File: config.mk
export PLATFORM = sky130hd
export DESIGN_NAME = uart_pingpong_engine_flat
export DESIGN_NICKNAME = d
export VERILOG_FILES = /design/src/rtl/uart_pp_pkg.sv /design/src/rtl/uart_pingpong_engine_if.sv /design/src/rtl/pp_timeout_timer.sv /design/src/rtl/uart_pingpong_engine.sv /design/src/flat_wrapper.sv
export SDC_FILE = /design/constraint.sdc
export NUM_CORES = 1
export LEC_CHECK = 0
export CAP_MARGIN = 20
export CELL_PAD_IN_SITES_DETAIL_PLACEMENT = 2
export CELL_PAD_IN_SITES_GLOBAL_PLACEMENT = 2
export CORE_AREA = 2 2 113 115
export CTS_BUF_LIST = sky130_fd_sc_hd__clkbuf_16
export DETAILED_ROUTE_END_ITERATION = 12
export DIE_AREA = 0 0 115 117
export PLACE_DENSITY = 0.77
export SETUP_SLACK_MARGIN = 0.1
export SLEW_MARGIN = 5
export SYNTH_ARGS = -nofsm -noshare
export SYNTH_HDL_FRONTEND = slang
export SYNTH_SLANG_ARGS = --single-unit
File: constraint.sdc
create_clock -name CLK -period 3.82 [get_ports CLK]
set_input_delay 0.573 -clock CLK [delete_from_list [all_inputs] [get_ports CLK]]
set_output_delay 0.573 -clock CLK [all_outputs]
set_load 0.05 [all_outputs]
File: src/rtl/uart_pp_pkg.sv
// Shared types and constants for the UART ping-pong engine.
// Latency: none (declarations only).
// Backpressure: none (declarations only).
package uart_pp_pkg;

    // State encoding.
    localparam logic [2:0] IDLE    = 3'd0;
    localparam logic [2:0] SEND    = 3'd1;
    localparam logic [2:0] WAIT_RX = 3'd2;
    localparam logic [2:0] CHECK   = 3'd3;
    localparam logic [2:0] DONE    = 3'd4;
    localparam logic [2:0] FAIL    = 3'd5;

    typedef enum logic [2:0] {
        ST_IDLE    = IDLE,
        ST_SEND    = SEND,
        ST_WAIT_RX = WAIT_RX,
        ST_CHECK   = CHECK,
        ST_DONE    = DONE,
        ST_FAIL    = FAIL
    } pp_state_t;

    localparam int ROLE_INITIATOR = 0;
    localparam int ROLE_RESPONDER = 1;

    // The error counter sticks at this value instead of wrapping.
    localparam logic [7:0] ERR_SAT = 8'd255;

    function automatic logic [7:0] err_inc(input logic [7:0] v);
        return (v == ERR_SAT) ? v : v + 8'd1;
    endfunction

endpackage

File: src/rtl/uart_pingpong_engine_if.sv
// Byte-wide link between the ping-pong engine and its UartTx/UartRx pair.
// Latency: none (wires only).
// Backpressure: tx_ready from the UART gates tx_we; rx_en cannot be stalled.
interface uart_pingpong_engine_if #(
    parameter int DATA_W = 8
);
    logic [DATA_W-1:0] tx_data;
    logic              tx_we;
    logic              tx_ready;
    logic [DATA_W-1:0] rx_data;
    logic              rx_en;

    // Engine side.
    modport master (
        output tx_data, tx_we,
        input  tx_ready, rx_data, rx_en
    );

    // UART side.
    modport slave (
        input  tx_data, tx_we,
        output tx_ready, rx_data, rx_en
    );
endinterface

File: src/rtl/pp_timeout_timer.sv
// Reply-wait timer: counts run cycles since clr and flags the last allowed cycle.
// Latency: expired is combinational from the count; count updates each edge.
// Backpressure: none; the count holds at its limit instead of wrapping.
module pp_timeout_timer #(
    parameter int TIMEOUT_CYC = 200000
) (
    input  logic CLK,
    input  logic RST,
    input  logic clr,
    input  logic run,
    output logic expired
);
    localparam int            CW    = (TIMEOUT_CYC <= 2) ? 1 : $clog2(TIMEOUT_CYC);
    localparam logic [CW-1:0] LIMIT = CW'(TIMEOUT_CYC - 1);

    logic [CW-1:0] cnt_q;

    // Cycle counter: cleared on each send, advances while waiting, parks at LIMIT.
    always_ff @(posedge CLK) begin
        if (RST) begin
            cnt_q <= '0;
        end else if (clr) begin
            cnt_q <= '0;
        end else if (run && (cnt_q != LIMIT)) begin
            cnt_q <= cnt_q + CW'(1);
        end
    end

    assign expired = run && (cnt_q == LIMIT);
endmodule

File: src/rtl/uart_pingpong_engine.sv
// Token ping-pong engine: exchanges an incrementing token with a peer over a UART pair.
// Latency: reply tx_we two cycles after rx_en when tx_ready is high.
// Backpressure: waits in SEND while tx_ready is low; rx_en outside WAIT_RX is dropped and flagged.
module uart_pingpong_engine
    import uart_pp_pkg::*;
#(
    parameter int                ROLE        = ROLE_INITIATOR,
    parameter int                DATA_W      = 8,
    parameter logic [DATA_W-1:0] SEED        = 8'h61,
    parameter int                STEP        = 1,
    parameter int                NUM_ROUNDS  = 16,
    parameter int                TIMEOUT_CYC = 200000,
    parameter int                MAX_RETRY   = 3
) (
    input  logic                  CLK,
    input  logic                  RST,
    input  logic                  en,
    uart_pingpong_engine_if.master bus,
    output logic [DATA_W-1:0]     last_tx,
    output logic [15:0]           round_cnt,
    output logic [7:0]            err_cnt,
    output logic                  done,
    output logic                  fail,
    output logic                  overrun
);
    localparam bit                IS_INIT   = (ROLE != ROLE_RESPONDER);
    localparam logic [DATA_W-1:0] STEP_W    = DATA_W'(STEP);
    localparam logic [15:0]       ROUNDS    = 16'(NUM_ROUNDS);
    localparam int                RW        = (MAX_RETRY < 1) ? 1 : $clog2(MAX_RETRY + 1);
    localparam logic [RW-1:0]     RETRY_MAX = RW'(MAX_RETRY);

    pp_state_t         state_q, state_d;
    logic [DATA_W-1:0] tx_data_q, tx_data_d;
    logic [DATA_W-1:0] last_tx_q, last_tx_d;
    logic [DATA_W-1:0] rx_q, rx_d;
    logic [DATA_W-1:0] last_rx_q, last_rx_d;
    logic [DATA_W-1:0] exp_tok;
    logic [15:0]       round_q, round_d;
    logic [7:0]        err_q, err_d;
    logic [RW-1:0]     retry_q, retry_d;
    logic              seen_first_q, seen_first_d;
    logic              done_q, done_d;
    logic              fail_q, fail_d;
    logic              overrun_q, overrun_d;
    logic              tx_we;
    logic              timer_clr, timer_run, timer_expired;
    logic              retry_req;

    pp_timeout_timer #(
        .TIMEOUT_CYC (TIMEOUT_CYC)
    ) u_timer (
        .CLK     (CLK),
        .RST     (RST),
        .clr     (timer_clr),
        .run     (timer_run),
        .expired (timer_expired)
    );

    // Next-state and strobe logic; every register keeps its value unless a state updates it.
    always_comb begin
        state_d      = state_q;
        tx_data_d    = tx_data_q;
        last_tx_d    = last_tx_q;
        rx_d         = rx_q;
        last_rx_d    = last_rx_q;
        round_d      = round_q;
        err_d        = err_q;
        retry_d      = retry_q;
        seen_first_d = seen_first_q;
        done_d       = done_q;
        fail_d       = fail_q;
        overrun_d    = overrun_q;
        tx_we        = 1'b0;
        timer_clr    = 1'b0;
        timer_run    = 1'b0;
        retry_req    = 1'b0;
        // A responder's very first token must be SEED; afterwards the peer adds STEP to our last.
        exp_tok      = (!IS_INIT && !seen_first_q) ? SEED : last_tx_q + STEP_W;

        if (bus.rx_en && (state_q != ST_WAIT_RX)) begin
            overrun_d = 1'b1;
        end

        if (!en) begin
            state_d = ST_IDLE;
        end else begin
            case (state_q)
                ST_IDLE: begin
                    if (IS_INIT) begin
                        tx_data_d = SEED;
                        state_d   = ST_SEND;
                    end else begin
                        state_d   = ST_WAIT_RX;
                    end
                end
                ST_SEND: begin
                    if (bus.tx_ready) begin
                        tx_we     = 1'b1;
                        last_tx_d = tx_data_q;
                        timer_clr = 1'b1;
                        if (!IS_INIT && (ROUNDS != 16'd0) && (round_q == ROUNDS)) begin
                            state_d = ST_DONE;
                            done_d  = 1'b1;
                        end else begin
                            state_d = ST_WAIT_RX;
                        end
                    end
                end
                ST_WAIT_RX: begin
                    // A reply in the expiry cycle still counts as a reply.
                    if (bus.rx_en) begin
                        rx_d    = bus.rx_data;
                        state_d = ST_CHECK;
                    end else if (IS_INIT) begin
                        timer_run = 1'b1;
                        if (timer_expired) begin
                            err_d     = err_inc(err_q);
                            retry_req = 1'b1;
                        end
                    end
                end
                ST_CHECK: begin
                    if (IS_INIT) begin
                        if (rx_q == exp_tok) begin
                            round_d = round_q + 16'd1;
                            retry_d = '0;
                            if ((ROUNDS != 16'd0) && (round_q + 16'd1 == ROUNDS)) begin
                                state_d = ST_DONE;
                                done_d  = 1'b1;
                            end else begin
                                tx_data_d = rx_q + STEP_W;
                                state_d   = ST_SEND;
                            end
                        end else begin
                            err_d     = err_inc(err_q);
                            retry_req = 1'b1;
                        end
                    end else begin
                        if (rx_q == exp_tok) begin
                            round_d      = round_q + 16'd1;
                            seen_first_d = 1'b1;
                            last_rx_d    = rx_q;
                            tx_data_d    = rx_q + STEP_W;
                            state_d      = ST_SEND;
                        end else if (seen_first_q && (rx_q == last_rx_q)) begin
                            // Peer missed our reply and repeated itself: answer again, not an error.
                            tx_data_d = last_tx_q;
                            state_d   = ST_SEND;
                        end else begin
                            err_d   = err_inc(err_q);
                            state_d = ST_WAIT_RX;
                        end
                    end
                end
                ST_DONE, ST_FAIL: begin
                    state_d = state_q;
                end
                default: begin
                    state_d = ST_IDLE;
                end
            endcase

            // Shared by timeout and mismatch: resend the last token until the budget runs out.
            if (retry_req) begin
                if (retry_q == RETRY_MAX) begin
                    state_d = ST_FAIL;
                    fail_d  = 1'b1;
                end else begin
                    retry_d   = retry_q + RW'(1);
                    tx_data_d = last_tx_q;
                    state_d   = ST_SEND;
                end
            end
        end
    end

    // State and datapath registers with synchronous reset.
    always_ff @(posedge CLK) begin
        if (RST) begin
            state_q      <= ST_IDLE;
            tx_data_q    <= '0;
            last_tx_q    <= '0;
            rx_q         <= '0;
            last_rx_q    <= '0;
            round_q      <= '0;
            err_q        <= '0;
            retry_q      <= '0;
            seen_first_q <= 1'b0;
            done_q       <= 1'b0;
            fail_q       <= 1'b0;
            overrun_q    <= 1'b0;
        end else begin
            state_q      <= state_d;
            tx_data_q    <= tx_data_d;
            last_tx_q    <= last_tx_d;
            rx_q         <= rx_d;
            last_rx_q    <= last_rx_d;
            round_q      <= round_d;
            err_q        <= err_d;
            retry_q      <= retry_d;
            seen_first_q <= seen_first_d;
            done_q       <= done_d;
            fail_q       <= fail_d;
            overrun_q    <= overrun_d;
        end
    end

    assign bus.tx_data = tx_data_q;
    assign bus.tx_we   = tx_we;
    assign last_tx     = last_tx_q;
    assign round_cnt   = round_q;
    assign err_cnt     = err_q;
    assign done        = done_q;
    assign fail        = fail_q;
    assign overrun     = overrun_q;
endmodule

File: src/flat_wrapper.sv
// flat-port wrapper written by rule: the top's interface ports become plain ports
module uart_pingpong_engine_flat import uart_pp_pkg::*;
#(
    parameter int                ROLE        = ROLE_INITIATOR,
    parameter int                DATA_W      = 8,
    parameter logic [DATA_W-1:0] SEED        = 8'h61,
    parameter int                STEP        = 1,
    parameter int                NUM_ROUNDS  = 16,
    parameter int                TIMEOUT_CYC = 200000,
    parameter int                MAX_RETRY   = 3
)
  (CLK, RST, en, last_tx, round_cnt, err_cnt, done, fail, overrun, bus_tx_data, bus_tx_we, bus_tx_ready, bus_rx_data, bus_rx_en);
  uart_pingpong_engine_if #(.DATA_W(DATA_W)) bus_i ();
  input  logic CLK;
  input  logic RST;
  input  logic en;
  output logic [DATA_W-1:0] last_tx;
  output logic [15:0] round_cnt;
  output logic [7:0] err_cnt;
  output logic done;
  output logic fail;
  output logic overrun;
  output wire logic [$bits(bus_i.tx_data)-1:0] bus_tx_data;
  output wire logic [$bits(bus_i.tx_we)-1:0] bus_tx_we;
  input wire logic [$bits(bus_i.tx_ready)-1:0] bus_tx_ready;
  input wire logic [$bits(bus_i.rx_data)-1:0] bus_rx_data;
  input wire logic [$bits(bus_i.rx_en)-1:0] bus_rx_en;
  assign bus_tx_data = bus_i.tx_data;
  assign bus_tx_we = bus_i.tx_we;
  assign bus_i.tx_ready = bus_tx_ready;
  assign bus_i.rx_data = bus_rx_data;
  assign bus_i.rx_en = bus_rx_en;
  uart_pingpong_engine #(.ROLE(ROLE), .DATA_W(DATA_W), .SEED(SEED), .STEP(STEP), .NUM_ROUNDS(NUM_ROUNDS), .TIMEOUT_CYC(TIMEOUT_CYC), .MAX_RETRY(MAX_RETRY)) u_core (.CLK(CLK), .RST(RST), .en(en), .bus(bus_i), .last_tx(last_tx), .round_cnt(round_cnt), .err_cnt(err_cnt), .done(done), .fail(fail), .overrun(overrun));
endmodule
==> flow_metrics.tcl <==
set metrics [dict create \
    cts.sinks 74 \
    route.detailed.drc 0 \
    cts_hold_buf 0 \
    power.leakage_nw 1.82 \
    hold_end "u_core.overrun$_SDFFE_PP0P_" \
    crit-reg2reg-launch "u_core.round_cnt[0]$_SDFFE_PP0P_" \
    synth_cell_types 59 \
    hpwl_um 8860 \
    switching_power_w 0.000382 \
    min_path_cells 2 \
    ctsLongestPathBuffers 2 \
    io_buffers 56 \
    syn_area_per_cell_um2 8.44 \
    fin_nets 545 \
    syn_inst 468 \
    skew_ns 0.00743 \
    cp_num_buf_inv 1 \
    multiInputGateArea_um2 2340 \
    drt_iter0_markers 116 \
    pwr-share-comb 0.061 \
    layout_commonest_cell "nor2_1" \
    hp-start "u_core.overrun$_SDFFE_PP0P_" \
    power_density_nw_per_um2 328 \
    finalCriticalPeriod_ns 3.24 \
    ys.warnings.count 0 \
    tns_ns 0 \
    mostFrequentLayoutCells "nor2_1, dfxtp_1, clkdlybuf4s50_1, xor2_1, nand2_1" \
    cts-root-buf "clkbuf_16" \
    ir_drop_uv 258 \
    reg2reg_depth 11 \
    synth-edff-count 0 \
    maxSlewHeadroom 0.442 \
    hold_violations 0 \
    finalMaxSlewViolations 0 \
    n_antenna_cell 0 \
    wl_per_cell_um 17.5 \
    status "complete, no violations" \
    numCtsBuffers 9 \
    hold_path_class "reg2reg" \
    syn_to_final_growth_pct 25.1 \
    tightest_slew_ns 0.837 \
    antenna_left 0 \
    clkTransAtPathRegs_ns 0.05 \
    ff_latch_area_um2 1480 \
    required_ns 4.08 \
    async_reset_ff_frac 0 \
    viasPerCell 5.36 \
    antenna_found_initial 0 \
    n_fill_cell 1393 \
    die_area_um2 13500 \
    switching_share 0.235 \
    critPathArrivalTime_ns 3.50 \
    crit_slowest_cell "or3b_1" \
    critical_path.most_common_cell "or3b_1" \
    grt_pass1_vias 3833 \
    track_usage 0.188 \
    hold_slack_ns 0.452 \
    period_share 0.849 \
    io_pins 57 \
    cpPeakStageDelay_ns 0.43 \
    fp.dieW_um 115 \
    setup_violations 0 \
    final_area_um2 4940 \
    synthFlopType "dfxtp_1" \
    row_count 41 \
    reg2reg_to "u_core.bus.tx_data[7]$_SDFFE_PP0P_" \
    cp-start-kind "register" \
    cap_violations 0 \
    r2r_slack_ns 0.58 \
    wl_um 11900 \
    criticalPathCategory "reg2reg" \
    clock_latency_ns 0.34 \
    grt_max_degree 42 \
    cp_cell_sequence "ha_1 -> and4_1 -> or3b_1 -> xor2_1 -> nand3_1 -> nor4_4 -> buf_4 -> nor2_2 -> or3b_1 -> a31o_1 -> a211oi_2" \
    p_int_w 0.00124 \
    syn-num-nets 487 \
    place_area_um2 4660 \
    max_freq_ghz 0.308 \
    seq_power_share 0.486 \
    ys_seq_area_frac 0.375 \
    pwr-share-clk 0.454 \
    grt_pass1_wl_um 19900 \
    fin_util 0.402 \
    drive_gt1_frac 0.0717 \
    start_util 0.321 \
    cts_tree "done" \
    cts_htree_levels 3 \
    overflow 0 \
    finalPower_w 0.00162 \
    core_area_um2 12300 \
    gp_congestion 0.749 \
    ys_ff_latch 74 \
    dr.pass1.iters 4 \
    vias 3642 \
    syn-cell-area_um2 3950 \
    worst_setup_path_end_kind "register" \
    rsz0062_at_grt "false" \
    path_delay_family "simple AND/OR/NAND/NOR gates" \
    critPathMaxFanout 6 \
    die-height_um 117 \
]
worst register-to-register path: cells and delay by family (launching register included):
kind / cells / cell delay [ns]
compound gates: 2 / 0.42
xor+xnor: 1 / 0.16
fa+ha+maj: 1 / 0.24
buf+inv: 1 / 0.19
flops: 1 / 0.41
simple gates: 6 / 1.74
through the flow:
stage | worst slack, ns | std cells
6_report | 0.577 | 680
5_1_grt | 0.283 | 680
4_1_cts | 0.313 | 676
3_5_place_dp | 0.351 | 661
3_3_place_gp | 0.608 | 661
2_1_floorplan | 0.488 | 468
timing repair:
| action | in CTS | in global routing |
|---|---|---|
| setup endpoints to repair | 0 | 1 |
| buffers inserted | 0 | 4 |
| gates resized for setup | 0 | 0 |
area by class of cell:
| cell class | count | share of cell area |
|---|---|---|
| multi-input cells | 362 | 0.473 |
| flip-flops and latches | 74 | 0.300 |
| repair buffers | 65 | 0.128 |
| clock buffers | 9 | 0.0456 |
| well taps | 150 | 0.0380 |
| inverters | 14 | 0.0106 |
| clock inverters | 6 | 0.00532 |
synth_stat cells, drive strengths merged, types with 2 or more instances:
library cell | instances | area, µm²
nand3b | 3 | 22.5
a211oi | 3 | 27.5
nor2b | 2 | 12.5
a311oi | 2 | 17.5
or3 | 8 | 50.1
a31oi | 4 | 25.0
nor3b | 3 | 22.5
mux2i | 21 | 210
clkbuf | 12 | 45.0
nand4 | 14 | 103
xor2 | 34 | 298
a221oi | 2 | 17.5
and2 | 5 | 31.3
and3 | 12 | 75.1
nand3 | 25 | 125
or2 | 2 | 12.5
ha | 6 | 75.1
dfxtp | 74 | 1480
nor3 | 8 | 40.0
o22ai | 4 | 25.0
o221a | 3 | 33.8
a2111oi | 7 | 87.6
buf | 6 | 35.0
nand2 | 28 | 105
nor4 | 3 | 33.8
o21ai | 13 | 68.8
inv | 14 | 52.6
nor2 | 88 | 348
or3b | 2 | 17.5
o211ai | 2 | 15.0
a21oi | 16 | 80.1
nand2b | 4 | 25.0
and4 | 4 | 35.0
nor4b | 3 | 26.3
xnor2 | 19 | 166
sequential cells by signal (all words and copies together), names as in the netlist:
| name | cells |
|---|---|
| u_core.u_timer.cnt_q | 18 |
| u_core.round_cnt | 16 |
| u_core.bus.tx_data | 8 |
| u_core.err_cnt | 8 |
| u_core.last_tx | 8 |
| u_core.rx_q | 8 |
| u_core.state_q | 3 |
| u_core.retry_q | 2 |
| u_core.done | 1 |
| u_core.fail | 1 |
| u_core.overrun | 1 |
power groups by stage:
stage	clock (W)	sequential, W	combinational [W]
finish	0.000737	0.000788	0.0000985
detailed placement	0	0.000805	0.000100
global placement	0	0.000804	0.0000978
global route	0.000800	0.000789	0.000107
CTS	0.000764	0.000788	0.000101
floorplan	0	0.000818	0.0000443
cell families after synthesis:
logic type | after synthesis | share of synthesized area
AO/OA/AOI/OAI | 65 | 0.121
XOR/XNOR | 53 | 0.117
adder cells (fa/ha/maj) | 6 | 0.0190
buffers and inverters | 32 | 0.0336
flip-flops | 74 | 0.375
multiplexers | 21 | 0.0532
AND/OR/NAND/NOR | 217 | 0.281
per-layer routing:
layer	track usage	wire length, µm	vias to the layer above	part of all wire
met5	0	0	-	0
met3	0.0309	226	14	0.019
li1	-	-	1762	-
met2	0.327	5920	41	0.50
met1	0.241	5600	1825	0.47
met4	0.0578	164	0	0.014
how the worst max path moves through the flow:
stage                                                start                                  to  slack, ns  cells after the start
after floorplan           u_core.round_cnt[0]$_SDFFE_PP0P_  u_core.bus.tx_data[7]$_SDFFE_PP0P_       0.49                     11
after global placement    u_core.round_cnt[0]$_SDFFE_PP0P_  u_core.bus.tx_data[7]$_SDFFE_PP0P_       0.61                     10
after detailed placement  u_core.round_cnt[0]$_SDFFE_PP0P_  u_core.bus.tx_data[3]$_SDFFE_PP0P_       0.35                     10
after CTS                 u_core.round_cnt[0]$_SDFFE_PP0P_  u_core.bus.tx_data[3]$_SDFFE_PP0P_       0.31                     10
after global routing        u_core.last_tx[0]$_SDFFE_PP0P_  u_core.bus.tx_data[2]$_SDFFE_PP0P_       0.28                     10
final                     u_core.round_cnt[0]$_SDFFE_PP0P_  u_core.bus.tx_data[7]$_SDFFE_PP0P_       0.58                     11
Note: power is estimated with default switching activity, not from simulation.
